===== src/rtl/stream_demux.sv =====
// stream_demux: registered 1-to-N demultiplexer with valid/ready on input and each output.
// One holding register is shared by all channels. A pending mask tracks which channels
// are still owed the current word; broadcast words stay up until every channel takes them.
// Optional feature (macro STREAM_DEMUX_CNT_EN): per-channel 8-bit saturating transfer
// counters on port cnt, with synchronous clear input clr_cnt.
module stream_demux #(
    parameter int unsigned WIDTH = 8,
    parameter int unsigned N_CH  = 4
) (
    input  logic                    clk,
    input  logic                    rst_n,
    input  logic [WIDTH-1:0]        in_data,
    input  logic [$clog2(N_CH)-1:0] in_sel,
    input  logic                    in_bcast,
    input  logic                    in_valid,
    output logic                    in_ready,
    output logic [N_CH*WIDTH-1:0]   out_data,
    output logic [N_CH-1:0]         out_valid,
    input  logic [N_CH-1:0]         out_ready,
`ifdef STREAM_DEMUX_CNT_EN
    input  logic                    clr_cnt,
    output logic [N_CH*8-1:0]       cnt,
`endif
    output logic                    sel_err
);

    localparam int unsigned SEL_W = $clog2(N_CH);

    logic [WIDTH-1:0] data_q, data_d;
    logic [N_CH-1:0]  pend_q, pend_d;
    logic             sel_err_q, sel_err_d;
    logic [N_CH-1:0]  out_xfer;
    logic             in_xfer;
    logic [N_CH-1:0]  sel_onehot;
    logic             sel_in_range;

    // Accept a new word when every still-pending channel is taking the old one this cycle.
    assign in_ready     = ((pend_q & ~out_ready) == '0);
    assign in_xfer      = in_valid & in_ready;
    assign out_xfer     = pend_q & out_ready;
    assign sel_onehot   = {{(N_CH-1){1'b0}}, 1'b1} << in_sel;
    // Only reachable as false when N_CH is not a power of two.
    assign sel_in_range = (32'(in_sel) < N_CH);

    assign out_valid = pend_q;
    assign out_data  = {N_CH{data_q}};
    assign sel_err   = sel_err_q;

    // Next-state: retire accepted channels, then load a new word over the top if accepted.
    always_comb begin
        data_d    = data_q;
        pend_d    = pend_q & ~out_xfer;
        sel_err_d = 1'b0;
        if (in_xfer) begin
            data_d = in_data;
            if (in_bcast) begin
                pend_d = '1;
            end else if (sel_in_range) begin
                pend_d = sel_onehot;
            end else begin
                // Word is consumed but delivered nowhere.
                pend_d    = '0;
                sel_err_d = 1'b1;
            end
        end
    end

    // Holding register, pending mask and error pulse.
    always_ff @(posedge clk) begin
        if (!rst_n) begin
            data_q    <= '0;
            pend_q    <= '0;
            sel_err_q <= 1'b0;
        end else begin
            data_q    <= data_d;
            pend_q    <= pend_d;
            sel_err_q <= sel_err_d;
        end
    end

`ifdef STREAM_DEMUX_CNT_EN
    logic [N_CH-1:0][7:0] cnt_q, cnt_d;

    // Per-channel saturating counters; clear takes priority over increment.
    always_comb begin
        cnt_d = cnt_q;
        for (int unsigned k = 0; k < N_CH; k++) begin
            if (clr_cnt) begin
                cnt_d[k] = 8'd0;
            end else if (out_xfer[k] && (cnt_q[k] != 8'hFF)) begin
                cnt_d[k] = cnt_q[k] + 8'd1;
            end
        end
    end

    // Counter state.
    always_ff @(posedge clk) begin
        if (!rst_n) begin
            cnt_q <= '0;
        end else begin
            cnt_q <= cnt_d;
        end
    end

    assign cnt = cnt_q;
`endif

    // SEL_W documents the select width; in_sel is declared with the same expression.
    logic unused_sel_w;
    assign unused_sel_w = ^SEL_W;

endmodule

===== config.mk =====
export PLATFORM = sky130hd
export DESIGN_NAME = stream_demux
export DESIGN_NICKNAME = d
export VERILOG_FILES = /design/src/rtl/stream_demux.sv
export SDC_FILE = /design/constraint.sdc
export NUM_CORES = 1
export LEC_CHECK = 0
export CORE_MARGIN = 2
export CORE_UTILIZATION = 29
export DETAILED_ROUTE_END_ITERATION = 7
export GPL_ROUTABILITY_DRIVEN = 0
export HOLD_SLACK_MARGIN = 0.06
export PLACE_DENSITY = 0.74
export SETUP_SLACK_MARGIN = 0.15
export SLEW_MARGIN = 20
export SYNTH_ARGS = -nofsm -noshare
export SYNTH_HDL_FRONTEND = slang
export SYNTH_SLANG_ARGS = --single-unit

===== constraint.sdc =====
create_clock -name clk -period 1.2 [get_ports clk]
set_clock_uncertainty 0.15 [all_clocks]
set_input_delay 0.3 -clock clk [delete_from_list [all_inputs] [get_ports clk]]
set_output_delay 0.3 -clock clk [all_outputs]
set_load 0.03 [all_outputs]

Word level (Yosys, flattened, before mapping)
Index checks and enable logic that the tools add are counted.
Word-level totals
  register bits after elaboration: 12
  logic and storage cells: 12
Cells by class
  reduce and logical (&&, ||, !) cells: 1
  shifts and indexed selects: 1
  bitwise operators: 6
  mux-type cells: 2
Operator list (count)
  4-bit AND: 3
  4-bit 2-to-1 mux: 2
  4-bit NOT: 2
  4-bit zero test: 1
  1-bit by 2-bit << shifter with 4-bit output (first input constant): 1
  1-bit AND: 1

Logic depth before layout (Yosys ltp)
Gate-level depths: netlist of the first run.
  depth after elaboration: 5
  gate-level depth with buffers: 5

Least setup slack after synthesis of the first run
Ideal clock, no wire load.
  path type: flip-flop to flip-flop
  start point: register pend_q[2] (netlist: out_valid[2])
  end point: register data_q[1]
  arrival: 1539 ps
  slack: -608 ps
  buffers on the path: 1
  cell stages (with the launch flop): 6
  library setup time: 119 ps
  clock period less this slack: 1808 ps
  required time: 931 ps
  cell sequence: dfxtp_1 nor2b_1 nor4_4 nand2_2 buf_6 mux2i_1
Between the ends
  longest elaborated chain between the ends: 3
Ends and longest elaborated chain
  from (decl): line 30  | logic [N_CH-1:0] pend_q, pend_d;
  from (signal assigned): line 76  | pend_q <= pend_d;
  4-bit AND: line 38  | assign in_ready = ((pend_q & ~out_ready) == '0);
  4-bit zero test: line 38
  via in_ready: line 16  | output logic in_ready,
  1-bit AND: line 39  | assign in_xfer = in_valid & in_ready;
  to (signal assigned): line 75  | data_q <= data_d;
  to (decl): line 29  | logic [WIDTH-1:0] data_q, data_d;
The timed path passes the listed nets, and every way through them passes these cells.
A chain may end at the register's enable or synchronous reset.

Final worst setup path of the first run
  start point: register pend_q[2] (netlist: out_valid[2])
  end point: output port in_ready
Between the ends
  longest elaborated chain between the ends: 2
Ends and longest elaborated chain (line)
  4-bit AND: 38
  4-bit zero test: 38
  to (decl): 16
Every way passes these cells.

==> results of run 1 <==
per-layer routing:
| layer | vias to the layer above | GRT usage, % |
|---|---|---|
| li1 | 336 | - |
| met1 | 293 | 13.4 |
| met2 | 34 | 22.8 |
| met3 | 2 | 2.78 |
| met4 | 0 | 5.00 |
| met5 | - | 0 |
final cells by class:
type	instances	area [um^2]
fill	208	1060
timing repair buffer	66	718
multi-input combinational	47	315
sequential	12	278
tap	30	37.5
clock buffer	4	26.3
power groups by stage:
stage	registers, mW	clock network (mW)	logic [mW]
finish	0.484	0.253	0.703
global route	0.491	0.283	0.745
detailed placement	0.475	0	0.585
global placement	0.470	0	0.582
CTS	0.484	0.265	0.682
floorplan	0.539	0	0.353
critical path, cell delays in order, from the launching register on:
cell and delay, ns:
dfxtp_4 0.35, nor2b_4 0.13, nor4_4 0.31, buf_6 0.17
how the worst max path moves through the flow:
stage / from / to / slack (ns) / cells after the start
after floorplan: out_valid[2] / data_q[1] / -0.53 / 5
after detailed placement: out_ready[2] / data_q[1] / -0.63 / 6
after CTS: out_valid[1] / in_ready / -0.56 / 4
after global routing: out_valid[2] / in_ready / -0.51 / 3
final: out_valid[2] / in_ready / -0.46 / 3
after global placement: out_ready[2] / in_ready / -0.63 / 4
logic make-up after synthesis:
group           Yosys count  synth area share [%]
simple gates             30                  21.3
buf+inv                  28                  28.4
flops                    12                  33.0
compound gates            8                  5.84
mux                       8                  11.0
other cells               1                 0.515
registers in the layout, summed over array words and instances, names as in the netlist:
| register | flops |
|---|---|
| data_q | 8 |
| out_valid | 4 |
repair_timing:
item                                    CTS  global route
resized for setup                        46             9
pin swaps                                 5             1
setup buffers                             4             1
endpoints found under the setup margin   49            49
cell usage in the layout, fill, tap and decap left out:
cell type	instances
buf_6	44
nand2_1	21
clkdlybuf4s50_1	13
dfxtp_4	9
mux2i_1	8
buf_4	4
nor2b_4	3
o21ai_0	3
o21ai_2	3
clkbuf_4	3
dfxtp_2	3
nor2b_1	2
dlygate4sd2_1	2
dlymetal6s2s_1	2
nor2b_2	1
nor4_4	1
nand2_4	1
a21o_1	1
nor2_1	1
o21ai_1	1
conb_1	1
clkbuf_1	1
buf_12	1
==> metrics, run 1 <==
clk sinks=12; Power Internal=just over 900 uW; Wirelength per Cell=about 11 um; sequential cell area fraction in the yosys report=between 30% and 40%; Worst Hold Class=in -> reg; final core utilization=a little under three fifths; LEAKAGE=about 0.65 nW; Pwr Density=around 1000 nW/um^2; PortBufs=54; largest net degree at the start of global routing=15; Area contributors post-synth=dfxtp_1 (33%), buf_4 (26%), mux2i_1 (11%); non-filler instance count after layout=around 160; placed cells=150; met1 WL=about 610 um; Post-synth top cells=buf_4 (25), nand2_1 (21), dfxtp_1 (12), mux2i_1 (8), nor2b_1 (5); final worst slack=-0.463 ns; RSZ-0062 raised after global routing=true; synthesized flop and latch total=12; share of cells above drive strength 1=a little under three fifths; Starting Density=about 30%; WHS=roughly 0.21 ns; deepest clock path buffer count=2; CP Launch Type=register; FF-to-FF Start=out_valid[2]; VDD IR max=just over 500 uV; Skew-Pair Late Insertion Delay=roughly 0.26 ns; initial antenna violation count=0; Total Power=roughly 1.4 mW; Synthesized Nets=105; Hold Crit Depth=4; TritonCTS Buffers=3; Starting DRT DRC Count=0; die area=approximately 2900 um^2; final setup vio count=47; HPWL after detailed placement=1.27 mm; Hold EP=out_valid[3]; fmax=around 600 MHz; cells after synthesis=87; # IOs=56; worst path required time=between 0.7 and 0.8 ns; GRT Overall Usage=about 12%; count leader, synth=buf_4; switch share=36.4%; Net Switching=roughly 520 uW; GRT overflow=0; dpl ws=-0.633 ns; dominant cell type by area after synthesis=dfxtp_1; Crit Path Class=reg -> out; drt drc=0; max_cap viols=0; area share of the largest cell type after synthesis=33.0%; Vias/cell=~4.2; Post-synth ARST share=0%; Rows=18; CP Data Arrival Time=~1.2 ns; WL final=1.70 mm; syn_area_per_cell=8.37 um^2; YS warnings=0; fin crit share=139%; Setup crit end kind=output pin; Slew Viols, Final=0; number of nets with antenna violations after routing=0; Flop pwr share=between 30% and 40%; EDFF count, synth=0; post-route cell area=1380 um^2; Clock power frac=between 15 and 20%; Area growth syn-to-layout=88.8%; global-route wire length before repair=2.57 mm; Worst Reg-to-Reg Cells=7; Die H=between 50 and 60 um; H-tree depth=1; Unique masters post-synth=15; metal2 WL=a little over 900 um; Core Box Area=between 2000 and 2500 um^2; min Tclk post-route=between 1.5 and 2 ns; DR top layer=met4; Post-DP Area=~1100 um^2; critical register-to-register path endpoint=data_q[1]; met3 routed WL=166 um; Main synth FF type=dfxtp_1; Hold Crit Start=out_ready[3]; via count=665; failing checks=negative setup slack; Worst-path clk slew=about 0.07 ns; Gate power share=between 40% and 50%; cell area after synthesis=about 730 um^2; vias in the first global route=just under 600; post-route setup TNS=-5.89 ns; Final nets=148; ant diodes=0; Hold-fix buffers, CTS=0; CP max FO=2; Chip Width=roughly 54 um; router iterations before antenna repair=1; R2R Setup Slk=-0.38 ns; Final Hold Vio Count=0; Root Driver=clkbuf_4; status=finished, violations left; TritonCTS clock tree=built
(Power assumes the default switching activity.)
==> inputs of run 2 (changes only) <==
Settings changed: SKIP_CTS_REPAIR_TIMING from default to 1.
==> metrics, run 2 (synthesis results as in run 1) <==
drt drc=0; min Tclk post-route=approximately 1.8 ns; via count=approximately 650; Vias/cell=4.22; Setup crit end kind=output pin; max FFs per register=8; CP Launch Type=register; CP most frequent cell=buf_6; switch share=between 30 and 40%; FF-to-FF Start=out_valid[1]; RSZ-0062 raised after global routing=true; fin crit share=146%; Power Internal=approximately 890 uW; final worst slack=-0.558 ns; non-filler instance count after layout=between 150 and 200; VDD IR max=between 400 and 500 uV; ant diodes=0; share of cells above drive strength 1=between 50 and 60%; die area=roughly 3000 um^2; commonest non-fill, non-tap cell in the layout=buf_6; Rows=18; GRT Overall Usage=between 10% and 20%; Starting DRT DRC Count=2; Crit. Startpoint=out_valid[1]; fmax=569 MHz; initial antenna violation count=0; most frequent cells in the layout=buf_6 (42), nand2_1 (21), clkdlybuf4s50_1 (15); Worst-path clk slew=~0.080 ns; router iterations before antenna repair=4; max_cap viols=0; CP Data Arrival Time=1.31 ns; status=finished, violations left; WL final=between 1.5 and 2 mm; Starting Density=around 30%; LEAKAGE=just over 0.6 nW; Slew Viols, Final=0; worst path required time=roughly 0.75 ns; Wirelength per Cell=approximately 11 um; Chip Width=54.1 um; HPWL after detailed placement=around 1.3 mm; Flop pwr share=34.3%; Final nets=around 140; slowest stage cell, crit path=dfxtp_2; Root Driver=clkbuf_4; critical-path cell list=nor2b_4, buf_6, nor4_4, buf_6; largest net degree at the start of global routing=15; TritonCTS clock tree=built; CP max FO=2; Hold Crit Start=out_ready[0]; Top reg by flops=data_q; Pwr Density=around 1100 nW/um^2; PortBufs=54; vias in the first global route=540; Crit Path Class=reg -> out; failing checks=negative setup slack; Crit path largest cell delay=between 0.3 and 0.4 ns; deepest clock path buffer count=2; Die H=~54 um; number of nets with antenna violations after routing=0; Skew-Pair Late Insertion Delay=0.27 ns; Core Box Area=roughly 2400 um^2; GRT overflow=0; placed cells=150; Area growth syn-to-layout=83.0%; # IOs=56; final setup vio count=47; clk sinks=12; Gate power share=47.6%; Total Power=roughly 1.4 mW; Clock power frac=between 15 and 20%; TritonCTS Buffers=3; Worst Hold Class=in -> reg; Final Hold Vio Count=0; global-route wire length before repair=approximately 2.2 mm; Net Switching=between 500 and 600 uW; H-tree depth=1
run 2: changes by cell type in the layout (fill, tap and decap cells not counted):
| cell | delta |
|---|---|
| nor2b_1 | +1 |
| clkdlybuf4s50_1 | +2 |
| buf_4 | -2 |
| nand2_2 | +1 |
| nand2_4 | -1 |
| dlygate4sd2_1 | -2 |
| nor2b_2 | -1 |
| buf_6 | -2 |
run 2: layout make-up:
| cell class | instances | area [um^2] |
|---|---|---|
| sequential | 12 | 278 |
| multi-input combinational | 47 | 308 |
| timing repair buffer | 62 | 683 |
| tap | 30 | 37.5 |
| clock buffer | 4 | 26.3 |
| fill | 211 | 1100 |
run 2: metal layers:
layer	track usage, %	routed length [um]	part of all wire [%]	vias to the layer above
li1	-	-	-	332
met1	11.6	621	37	286
met2	19.5	893	53	34
met3	2.50	152	9.1	2
met4	3.75	12	0.71	0
met5	0	0	0	-
run 2: through the flow:
stage	instance area, um^2	util [%]	setup TNS (ns)	worst slack (ns)	hold slack, ns
after global placement	1120	45.9	-7.76	-0.633	0.330
after global routing	1330	54.8	-7.53	-0.637	0.226
after floorplan	772	-	-6.22	-0.534	0.275
after detailed placement	1120	45.9	-7.90	-0.633	0.342
after CTS	1140	47.0	-6.16	-0.632	0.356
final	1330	54.8	-5.26	-0.558	0.209
run 2: worst paths after layout:
kind / endpoint / slack [ns] / depth (start not counted)
setup / recovery: in_ready / -0.56 / 4
setup reg to reg: data_q[1] / -0.31 / 6
hold reg to reg: data_q[3] / 0.37 / 2
hold / removal: out_valid[0] / 0.21 / 4
run 2: power by group through the flow:
stage,Sequential [mW],Combinational [mW],Clock [mW]
CTS,0.466,0.585,0.265
floorplan,0.539,0.353,0
finish,0.484,0.673,0.256
global route,0.491,0.711,0.284
detailed placement,0.475,0.585,0
global placement,0.470,0.582,0
run 2: critical path, delay by kind of cell, from the launching register on:
family	cells	cell delay, ns
DFF	1	0.32
buffers and inverters	2	0.30
and+or+nand+nor	2	0.44
